--- config.mk ---
export PLATFORM = sky130hd
export DESIGN_NAME = ram_write_buffer
export DESIGN_NICKNAME = d
export VERILOG_FILES = /design/src/rtl/ram_write_buffer_pkg.sv /design/src/rtl/ram_wb_fwd.sv /design/src/rtl/ram_write_buffer.sv
export SDC_FILE = /design/constraint.sdc
export NUM_CORES = 1
export LEC_CHECK = 0
export CAP_MARGIN = 20
export CORE_ASPECT_RATIO = 0.75
export CORE_MARGIN = 2
export CORE_UTILIZATION = 40
export CTS_BUF_LIST = sky130_fd_sc_hd__clkbuf_4
export DETAILED_ROUTE_END_ITERATION = 8
export MAX_ROUTING_LAYER = met4
export SYNTH_ARGS = -nofsm -noshare
export SYNTH_HDL_FRONTEND = slang
export SYNTH_SLANG_ARGS = --single-unit
--- constraint.sdc ---
create_clock -name clk -period 4.4 [get_ports clk]
set_input_delay 1.1 -clock clk [delete_from_list [all_inputs] [get_ports clk]]
set_output_delay 1.1 -clock clk [all_outputs]
set_load 0.02 [all_outputs]
--- src/rtl/ram_write_buffer_pkg.sv ---
// Shared definitions for the RAM8 posted-write buffer: word/address widths,
// the queued entry layout and the pointer-width helper.
package ram_write_buffer_pkg;

    localparam int WB_DATA_W = 16;
    localparam int WB_ADDR_W = 3;

    typedef struct packed {
        logic [WB_ADDR_W-1:0] addr;
        logic [WB_DATA_W-1:0] data;
    } wb_entry_t;

    // Bits needed to index n entries (at least 1).
    function automatic int clog2(input int unsigned n);
        int          r;
        int unsigned v;
        r = 0;
        v = n - 1;
        while (v != 0) begin
            r++;
            v = v >> 1;
        end
        return (r == 0) ? 1 : r;
    endfunction

endpackage

--- src/rtl/ram_wb_fwd.sv ---
// Youngest-match search over the write-buffer entries for read forwarding.
module ram_wb_fwd
    import ram_write_buffer_pkg::*;
#(
    parameter int DEPTH = 4,
    parameter int PTR_W = clog2(DEPTH)
) (
    input  wb_entry_t              entries [DEPTH],
    input  logic [DEPTH-1:0]       valid,
    input  logic [PTR_W-1:0]       tail,
    input  logic [WB_ADDR_W-1:0]   rd_addr,
    output logic                   hit,
    output logic [WB_DATA_W-1:0]   data
);

    logic [PTR_W-1:0] idx;

    // Walk from oldest slot position (tail) to youngest (tail-1); the last
    // valid match wins, so the youngest matching entry is reported.
    always_comb begin
        hit  = 1'b0;
        data = '0;
        idx  = '0;
        for (int unsigned k = 0; k < DEPTH; k++) begin
            idx = tail + PTR_W'(k);
            if (valid[idx] && entries[idx].addr == rd_addr) begin
                hit  = 1'b1;
                data = entries[idx].data;
            end
        end
    end

endmodule

--- src/rtl/ram_write_buffer.sv ---
// Posted-write buffer in front of RAM8: queues CPU stores, drains them in
// order through RAM8's shared port, gives CPU reads priority and forwards
// the youngest queued data on an address match.
// Optional macro WB_COALESCE_EN: a store to the youngest entry's address
// overwrites that entry instead of allocating.
module ram_write_buffer
    import ram_write_buffer_pkg::*;
#(
    parameter int DATA_W = WB_DATA_W,
    parameter int ADDR_W = WB_ADDR_W,
    parameter int DEPTH  = 4
) (
    input  logic              clk,
    input  logic              reset,
    input  logic              cpu_load,
    input  logic [ADDR_W-1:0] cpu_address,
    input  logic [DATA_W-1:0] cpu_in,
    output logic              cpu_ready,
    input  logic              cpu_rd,
    input  logic [ADDR_W-1:0] cpu_rd_address,
    output logic [DATA_W-1:0] cpu_out,
    output logic              ram_load,
    output logic [ADDR_W-1:0] ram_address,
    output logic [DATA_W-1:0] ram_in,
    input  logic [DATA_W-1:0] ram_out,
    output logic              empty
);

    localparam int PTR_W = clog2(DEPTH);
    localparam int CNT_W = PTR_W + 1;

    wb_entry_t          entries [DEPTH];
    logic [PTR_W-1:0]   head;
    logic [PTR_W-1:0]   tail;
    logic [CNT_W-1:0]   count;
    logic [DEPTH-1:0]   valid;
    logic               fwd_hit;
    logic [DATA_W-1:0]  fwd_data;
    logic               full;
    logic               rd_ram;
    logic               drain;
    logic               coal;
    logic               alloc;

    // Slot p is live when its distance from head is below count.
    always_comb begin
        valid = '0;
        for (int unsigned p = 0; p < DEPTH; p++) begin
            valid[p] = CNT_W'(PTR_W'(PTR_W'(p) - head)) < count;
        end
    end

    ram_wb_fwd #(
        .DEPTH (DEPTH),
        .PTR_W (PTR_W)
    ) u_fwd (
        .entries (entries),
        .valid   (valid),
        .tail    (tail),
        .rd_addr (cpu_rd_address),
        .hit     (fwd_hit),
        .data    (fwd_data)
    );

    assign full   = (count == CNT_W'(DEPTH));
    assign empty  = (count == '0);
    assign rd_ram = cpu_rd && !fwd_hit;
    assign drain  = !reset && !empty && !rd_ram;

`ifdef WB_COALESCE_EN
    logic [PTR_W-1:0] young;
    logic             coal_ok;

    // Merging into the head while it drains would lose the new data, so
    // that case falls back to a normal allocation.
    assign young     = tail - PTR_W'(1);
    assign coal_ok   = !empty && (entries[young].addr == cpu_address)
                       && !(drain && young == head);
    assign coal      = cpu_load && coal_ok;
    assign cpu_ready = !full || coal_ok;
`else
    assign coal      = 1'b0;
    assign cpu_ready = !full;
`endif

    assign alloc = cpu_load && cpu_ready && !coal;

    // Read data: forwarded entry, RAM output, or zero when not reading.
    assign cpu_out = cpu_rd ? (fwd_hit ? fwd_data : ram_out) : '0;

    // RAM8 port mux: a missing read owns the port, otherwise drain the head.
    always_comb begin
        ram_load    = 1'b0;
        ram_address = '0;
        ram_in      = '0;
        if (!reset) begin
            if (rd_ram) begin
                ram_address = cpu_rd_address;
            end else if (drain) begin
                ram_load    = 1'b1;
                ram_address = entries[head].addr;
                ram_in      = entries[head].data;
            end
        end
    end

    // Queue pointers and occupancy.
    always_ff @(posedge clk) begin
        if (reset) begin
            head  <= '0;
            tail  <= '0;
            count <= '0;
        end else begin
            if (alloc) tail <= tail + PTR_W'(1);
            if (drain) head <= head + PTR_W'(1);
            count <= count + CNT_W'(alloc) - CNT_W'(drain);
        end
    end

    // Entry storage; contents need no reset since count gates visibility.
    always_ff @(posedge clk) begin
        if (!reset) begin
            if (alloc) begin
                entries[tail].addr <= cpu_address;
                entries[tail].data <= cpu_in;
            end
`ifdef WB_COALESCE_EN
            else if (coal) begin
                entries[young].data <= cpu_in;
            end
`endif
        end
    end

endmodule

# --- Word-level counts from Yosys, hierarchy flattened ---
# Index checks and enable logic that the tools add are counted.
word_totals:
  output_inout_bits: 38
  reg_bits: 83
op_classes:
  addsub: 10
  n_bitwise: 6
  n_mux: 48
  magnitude_cmp: 14
  eq_ne: 5
  n_reduce_logical: 16
op_table:
  columns: ["operator", "n"]
  rows:
  - ["19-bit 2-to-1 mux", 11]
  - ["19-bit binary-select mux with 2-bit select", 5]
  - ["16-bit 2-to-1 mux", 10]
  - ["76-bit bitwise mux", 2]
  - ["19-bit demux with 2-bit select", 2]
  - ["3-bit >= comparator (second input constant)", 5]
  - ["2-bit inverter with 3-bit output", 5]
  - ["3-bit == test", 4]
  - ["2-bit by 3-bit less-than comparator with 1-bit output", 4]
  - ["2-bit by 3-bit less-than comparator with 1-bit output (second input constant)", 4]
  - ["1-bit 2-to-1 mux", 11]
  - ["1-bit logical AND", 9]
  - ["3-bit 2-to-1 mux", 3]
  - ["1-bit binary-select mux with 2-bit select", 4]
  - ["1-bit logical NOT", 5]
  - ["2-bit by 1-bit adder with 2-bit output (second input constant)", 2]
  - ["2-bit adder (second input constant)", 2]
  - ["1-bit by 2-bit subtractor with 2-bit output (first input constant)", 2]
  - ["2-bit subtractor (first input constant)", 2]
  - ["3-bit by 1-bit adder with 3-bit output", 1]
  - ["3-bit == test (second input constant)", 1]
  - ["3-bit logical NOT", 1]
  - ["3-bit by 1-bit less-than comparator with 1-bit output (second input constant)", 1]
  - ["3-bit by 1-bit subtractor with 3-bit output", 1]
  - ["other kinds (2)", 2]

# --- Longest topological paths before layout ---
logic_depth:
  word_depth: 17
  ltp_mapped: 21

# --- By module ---
# From an unflattened synthesis, not the netlist that was laid out.
hier_totals:
  hier_cells: 621
  hier_area_um2: 6556.3
by_module_without_submodules:
  columns: ["mod", "instances", "area_per_inst_um2", "seq_area_each_um2", "cells_each"]
  rows:
  - ["ram_write_buffer", 1, 4202.8, 2422.3, 293]
  - ["ram_wb_fwd", 1, 2353.5, 0.0, 328]

# --- Least setup slack after synthesis ---
# Ideal clock, no wire load.
synth_timing:
  kind: "reg-to-output"
  start: "register tail[1]"
  end: "output port ram_address[2]"
  arrival_ns: 3.626
  path_stages_with_launch: 13
  required_ns: 3.300
  slack_ns: -0.326
  n_path_buf: 5
  path_cell_list: "dfxtp_1 -> buf_2 -> buf_2 -> inv_1 -> ha_1 -> buf_2 -> buf_2 -> a211oi_1 -> o21ai_0 -> a31oi_2 -> a2111o_1 -> clkbuf_1 -> o41ai_1"
synth_between:
  elab_chain_cells: 17
synth_rtl:
  columns: ["element", "line_no", "text"]
  rows:
  - ["from (decl)", "ram_write_buffer.sv:34", "logic [PTR_W-1:0] tail;"]
  - ["from (signal assigned)", "ram_write_buffer.sv:114", "if (alloc) tail <= tail + PTR_W'(1);"]
  - ["2-bit by 1-bit adder with 2-bit output / 2-bit inverter with 3-bit output (equally long branches)", "ram_wb_fwd.sv:25, ram_wb_fwd.sv:26", null]
  - ["2-bit inverter with 3-bit output (implied by the code) / 19-bit binary-select mux with 2-bit select (equally long branches)", "ram_wb_fwd.sv:26", "if (valid[idx] && entries[idx].addr == rd_addr) begin"]
  - ["19-bit binary-select mux with 2-bit select / 19-bit 2-to-1 mux (equally long branches)", null, null]
  - ["19-bit 2-to-1 mux (on tied branches)", null, null]
  - ["19-bit 2-to-1 mux (implied by the code) / 3-bit == test (equally long branches)", "ram_wb_fwd.sv:26", null]
  - ["3-bit == test / 1-bit logical AND (equally long branches)", "ram_wb_fwd.sv:26", null]
  - ["1-bit logical AND / 1-bit 2-to-1 mux (equally long branches)", "ram_wb_fwd.sv:26", null]
  - ["1-bit 2-to-1 mux (2 in series)", "ram_wb_fwd.sv:26", null]
  - ["1-bit 2-to-1 mux *", "ram_wb_fwd.sv:26", null]
  - ["1-bit logical NOT *", "ram_write_buffer.sv:67", "assign rd_ram = cpu_rd && !fwd_hit;"]
  - ["1-bit logical AND *", "ram_write_buffer.sv:67", null]
  - ["1-bit logical NOT", "ram_write_buffer.sv:68", "assign drain = !reset && !empty && !rd_ram;"]
  - ["1-bit logical AND", "ram_write_buffer.sv:68", null]
  - ["3-bit 2-to-1 mux", "ram_write_buffer.sv:99", "end else if (drain) begin"]
  - ["3-bit 2-to-1 mux *", "ram_write_buffer.sv:97", "if (rd_ram) begin"]
  - ["3-bit 2-to-1 mux *", "ram_write_buffer.sv:96", "if (!reset) begin"]
  - ["to (decl)", "ram_write_buffer.sv:23", "output logic [ADDR_W-1:0] ram_address,"]
# Mark *: on every way between the ends. The rest lies on a longest branch, timed or not. The select of a mux whose other input is x is not followed.

# --- Final worst setup path ---
layout_timing:
  start: "register tail[0]"
  end: "output port ram_in[11]"
layout_lines:
  columns: ["element", "line_no", "text"]
  rows:
  - ["2-bit adder *", "ram_wb_fwd.sv:25", "idx = tail + PTR_W'(k);"]
  - ["named net u_fwd.idx[0]", "ram_wb_fwd.sv:16", "logic [PTR_W-1:0] idx;"]
  - ["2-bit inverter with 3-bit output (implied by the code)", "ram_wb_fwd.sv:26", null]
  - ["19-bit binary-select mux with 2-bit select", "ram_wb_fwd.sv:26", null]
  - ["19-bit 2-to-1 mux (implied by the code) (2 in series)", "ram_wb_fwd.sv:26", null]
  - ["3-bit == test", "ram_wb_fwd.sv:26", null]
  - ["1-bit logical AND *", "ram_wb_fwd.sv:26", null]
  - ["1-bit 2-to-1 mux *", "ram_wb_fwd.sv:26", null]
  - ["1-bit logical NOT *", "ram_write_buffer.sv:67", null]
  - ["1-bit logical AND *", "ram_write_buffer.sv:67", null]
  - ["1-bit logical NOT", "ram_write_buffer.sv:68", null]
  - ["1-bit logical AND", "ram_write_buffer.sv:68", null]
  - ["16-bit 2-to-1 mux", "ram_write_buffer.sv:99", null]
  - ["16-bit 2-to-1 mux *", "ram_write_buffer.sv:97", null]
  - ["16-bit 2-to-1 mux *", "ram_write_buffer.sv:96", null]
  - ["to (decl)", "ram_write_buffer.sv:24", "output logic [DATA_W-1:0] ram_in,"]
# The timed path passes the listed nets; every way through them passes the cells marked *. The select of a mux whose other input is x is not followed.

==> impl_metrics.ini <==
[critical_path]
slowest_delay_ns = 0.56
worst_r2r_path_depth = 20
path_max_fanout = 7
crit_top_cell = buf_12
path_delay_family = compound AO/OA/AOI/OAI gates
start_kind = register
startpoint = tail[0]
reg2reg_to = count[2]
r2r-start = tail[0]
crit_path_end = ram_in[11]
cp_cell_sequence = clkinv_4, ha_4, mux4_2, xnor2_2, nand3_2, a21oi_4, a2111o_2, o21ai_4, buf_12, buf_12, nor2b_1, buf_2
crit_buf_inv = 4
slowest_stage = mux4_2
critPathKind = reg2out
critical_path_required_ns = 3.30
critPathCaptureType = output port
r2r_slack_ns = 0.21
crit_cells = 12
arrival_ns = 3.39

[clock_network]
clk_pin_slew_ns = 0.13
clk_path_buf_depth = 2
cts_sinks = 83
cts_buffers = 9
clk_latency_ns = 0.45
cts_hold_buffers = 0
htreeDepth = 3
cts_tree = done
cts-root-buf = clkbuf_4

[timing]
hold_viol = 0
slew_headroom_pct = 60.2
max_freq_ghz = 0.223
timing.final.crit_share_pct = 102
hold_ws_ns = 0.767
final.setup.tns_ns = -1.32
setup_ws_ns = -0.0932
finalMaxSlewViolations = 0
fin_worst_skew_ns = 0.0168
fin_crit_ns = 4.49
rsz0062_at_grt = true
setup_viol_count_final = 26
worstMarginPinSlew_ns = 0.598

[worst_hold_path]
hold_path.class = reg2reg

[power_and_ir_drop]
p_leak_nw = 3.03
power_mw = 5.03
ir_worst_vdd_mv = 0.289
pwr_density_cell_nw_per_um2 = 563

[finish]
drive_above_1_share_pct = 42.8
nets = 701
n_fill_cell = 1430
stdcell_area_um2 = 8940
antenna_cells = 0
utilization_pct = 53.1
area_delta_synth_final_pct = 30.1
fin_cells = 867

[yosys]
synthMuxAreaShare_pct = 31.4
synth-simple-area-share_pct = 14.3
synth_cells = 543
ys_seq_area_share_pct = 35.3
yosys_most_used_dff = edfxtp_1
synth_top_family_by_area = multiplexers
yosys.area.top_type = edfxtp_1
ys_async_sr_fraction_pct = 0
synth-compound-area-share_pct = 10.4
synth.avg_cell_area_um2 = 12.7
yosysMostFrequentCell = mux4_2
synthesis.nets = 596
synthTopCellsByCount = 94 x mux4_2, 76 x edfxtp_1, 69 x and2_1
synth-seq-cells = 83
yosysWarnings = 0
yosys-top-cells-area = edfxtp_1 33%, mux4_2 31%, and2_1 6.3%, o211ai_1 2.3%, xnor2_1 2.2%
yosys.area_share.xor_xnor_pct = 2.53
syn_area_um2 = 6870
synth_top_area_share_pct = 33.2
synth_edf_count = 76
yosys.area_share.adder_pct = 2.11
yosysUniqueCellTypes = 45

[die]
rows = 41
core_area_um2 = 16800
initial_core_util_pct = 40.8
boundaryPins = 80
die_h_um = 118
fp.dieArea_um2 = 18300
fp.dieW_um = 155

[global_routing]
grt_pass1_wl_um = 32400
grt_pass1_vias = 5476
gr-usage-all-layers_pct = 24.1
grt_max_degree = 71
antenna_found_initial = 0
grt_overflow = 0

[placed_design]
pre_cts_slack_ns = -0.507
hpwl_um = 12900
placed_cell_area_um2 = 8310
dp_cells = 834
numPortBuffers = 79
place.gp.congestion = 0.834

[detailed_routing]
vias_per_cell = 6.26
vias = 5424
antenna_left = 0
drt-pass1-iter-count = 5
wl_um = 21200
drc = 0
initialDrtViolationCount = 522
wire_per_inst_um = 24.4

[job]
drv_cap = 0

[run_status]
status = complete, but fails checks
failed_checks = setup timing
cells by family after synthesis:
family,count (synthesis)
AOI/OAI and AO/OA,102
and+or+nand+nor,165
buffers and inverters,65
DFF,83
adders and majority gates,11
xor gates and xnor gates,19
muxes,98
cell type report:
class / instances / area [um^2] / area share [%]
Clock buffer: 10 / 75.1 / 0.840
Clock inverter: 5 / 55.1 / 0.616
Inverter: 16 / 67.6 / 0.756
Multi-Input combinational cell: 395 / 4590 / 51.4
Sequential cell: 83 / 2430 / 27.2
Tap cell: 215 / 269 / 3.01
Timing Repair Buffer: 143 / 1450 / 16.2
what timing repair did:
item	4_1_cts	5_1_grt
endpoints found under the setup margin	36	36
pin swaps	12	9
gates resized for setup	194	74
gates cloned	4	2
setup buffers	8	7
sequential cells by signal, indices dropped and copies added (netlist names):
register	flops
entries	76
head	2
count	3
tail	2
where the power goes:
part | total, mW | switching, mW | internal (mW)
sequential | 1.03 | 0.0756 | 0.958
clock | 0.448 | 0.274 | 0.175
combinational | 3.55 | 1.81 | 1.74
total | 5.03 | 2.16 | 2.87
routing by layer:
metal	global-route usage, %	routed length [um]	vias up
li1	-	-	2372
met1	33.4	9130	2796
met2	38.2	10300	230
met3	4.01	1450	26
met4	4.30	299	0
met5	-	0	-
worst min path at each step:
| stage | endpoint | startpoint | cells past startpoint |
|---|---|---|---|
| global placement | count[1] | count[1] | 3 |
| CTS | count[1] | count[1] | 3 |
| floorplan | count[2] | count[2] | 3 |
| detailed placement | count[0] | count[0] | 3 |
| global route | tail[1] | tail[1] | 3 |
| finish | count[0] | count[0] | 3 |
worst min-delay path, cell delays in order (launching register included):
cell,delay [ns]
dfxtp_1,0.37
buf_4,0.14
ha_1,0.12
nor2b_1,0.11
cells in the final DEF, fill, tap and decap left out, types with 6 or more instances in the layout:
cell type,synthesis,final
buf_12,0,9
and2_1,69,69
clkbuf_4,0,10
o21ai_1,1,9
nand2_1,26,26
inv_1,13,11
edfxtp_1,76,76
o211ai_1,21,21
nor4b_2,0,9
buf_2,15,11
clkdlybuf4s50_1,0,40
nor2b_1,19,14
nor4b_1,16,7
mux4_2,94,94
buf_4,2,60
ha_1,10,7
nand2b_1,19,18
buf_6,1,13
a21o_1,16,16
nor2_1,6,6
a31oi_2,1,16
xnor2_1,17,13
No activity file was read; power rests on OpenSTA's default activity.
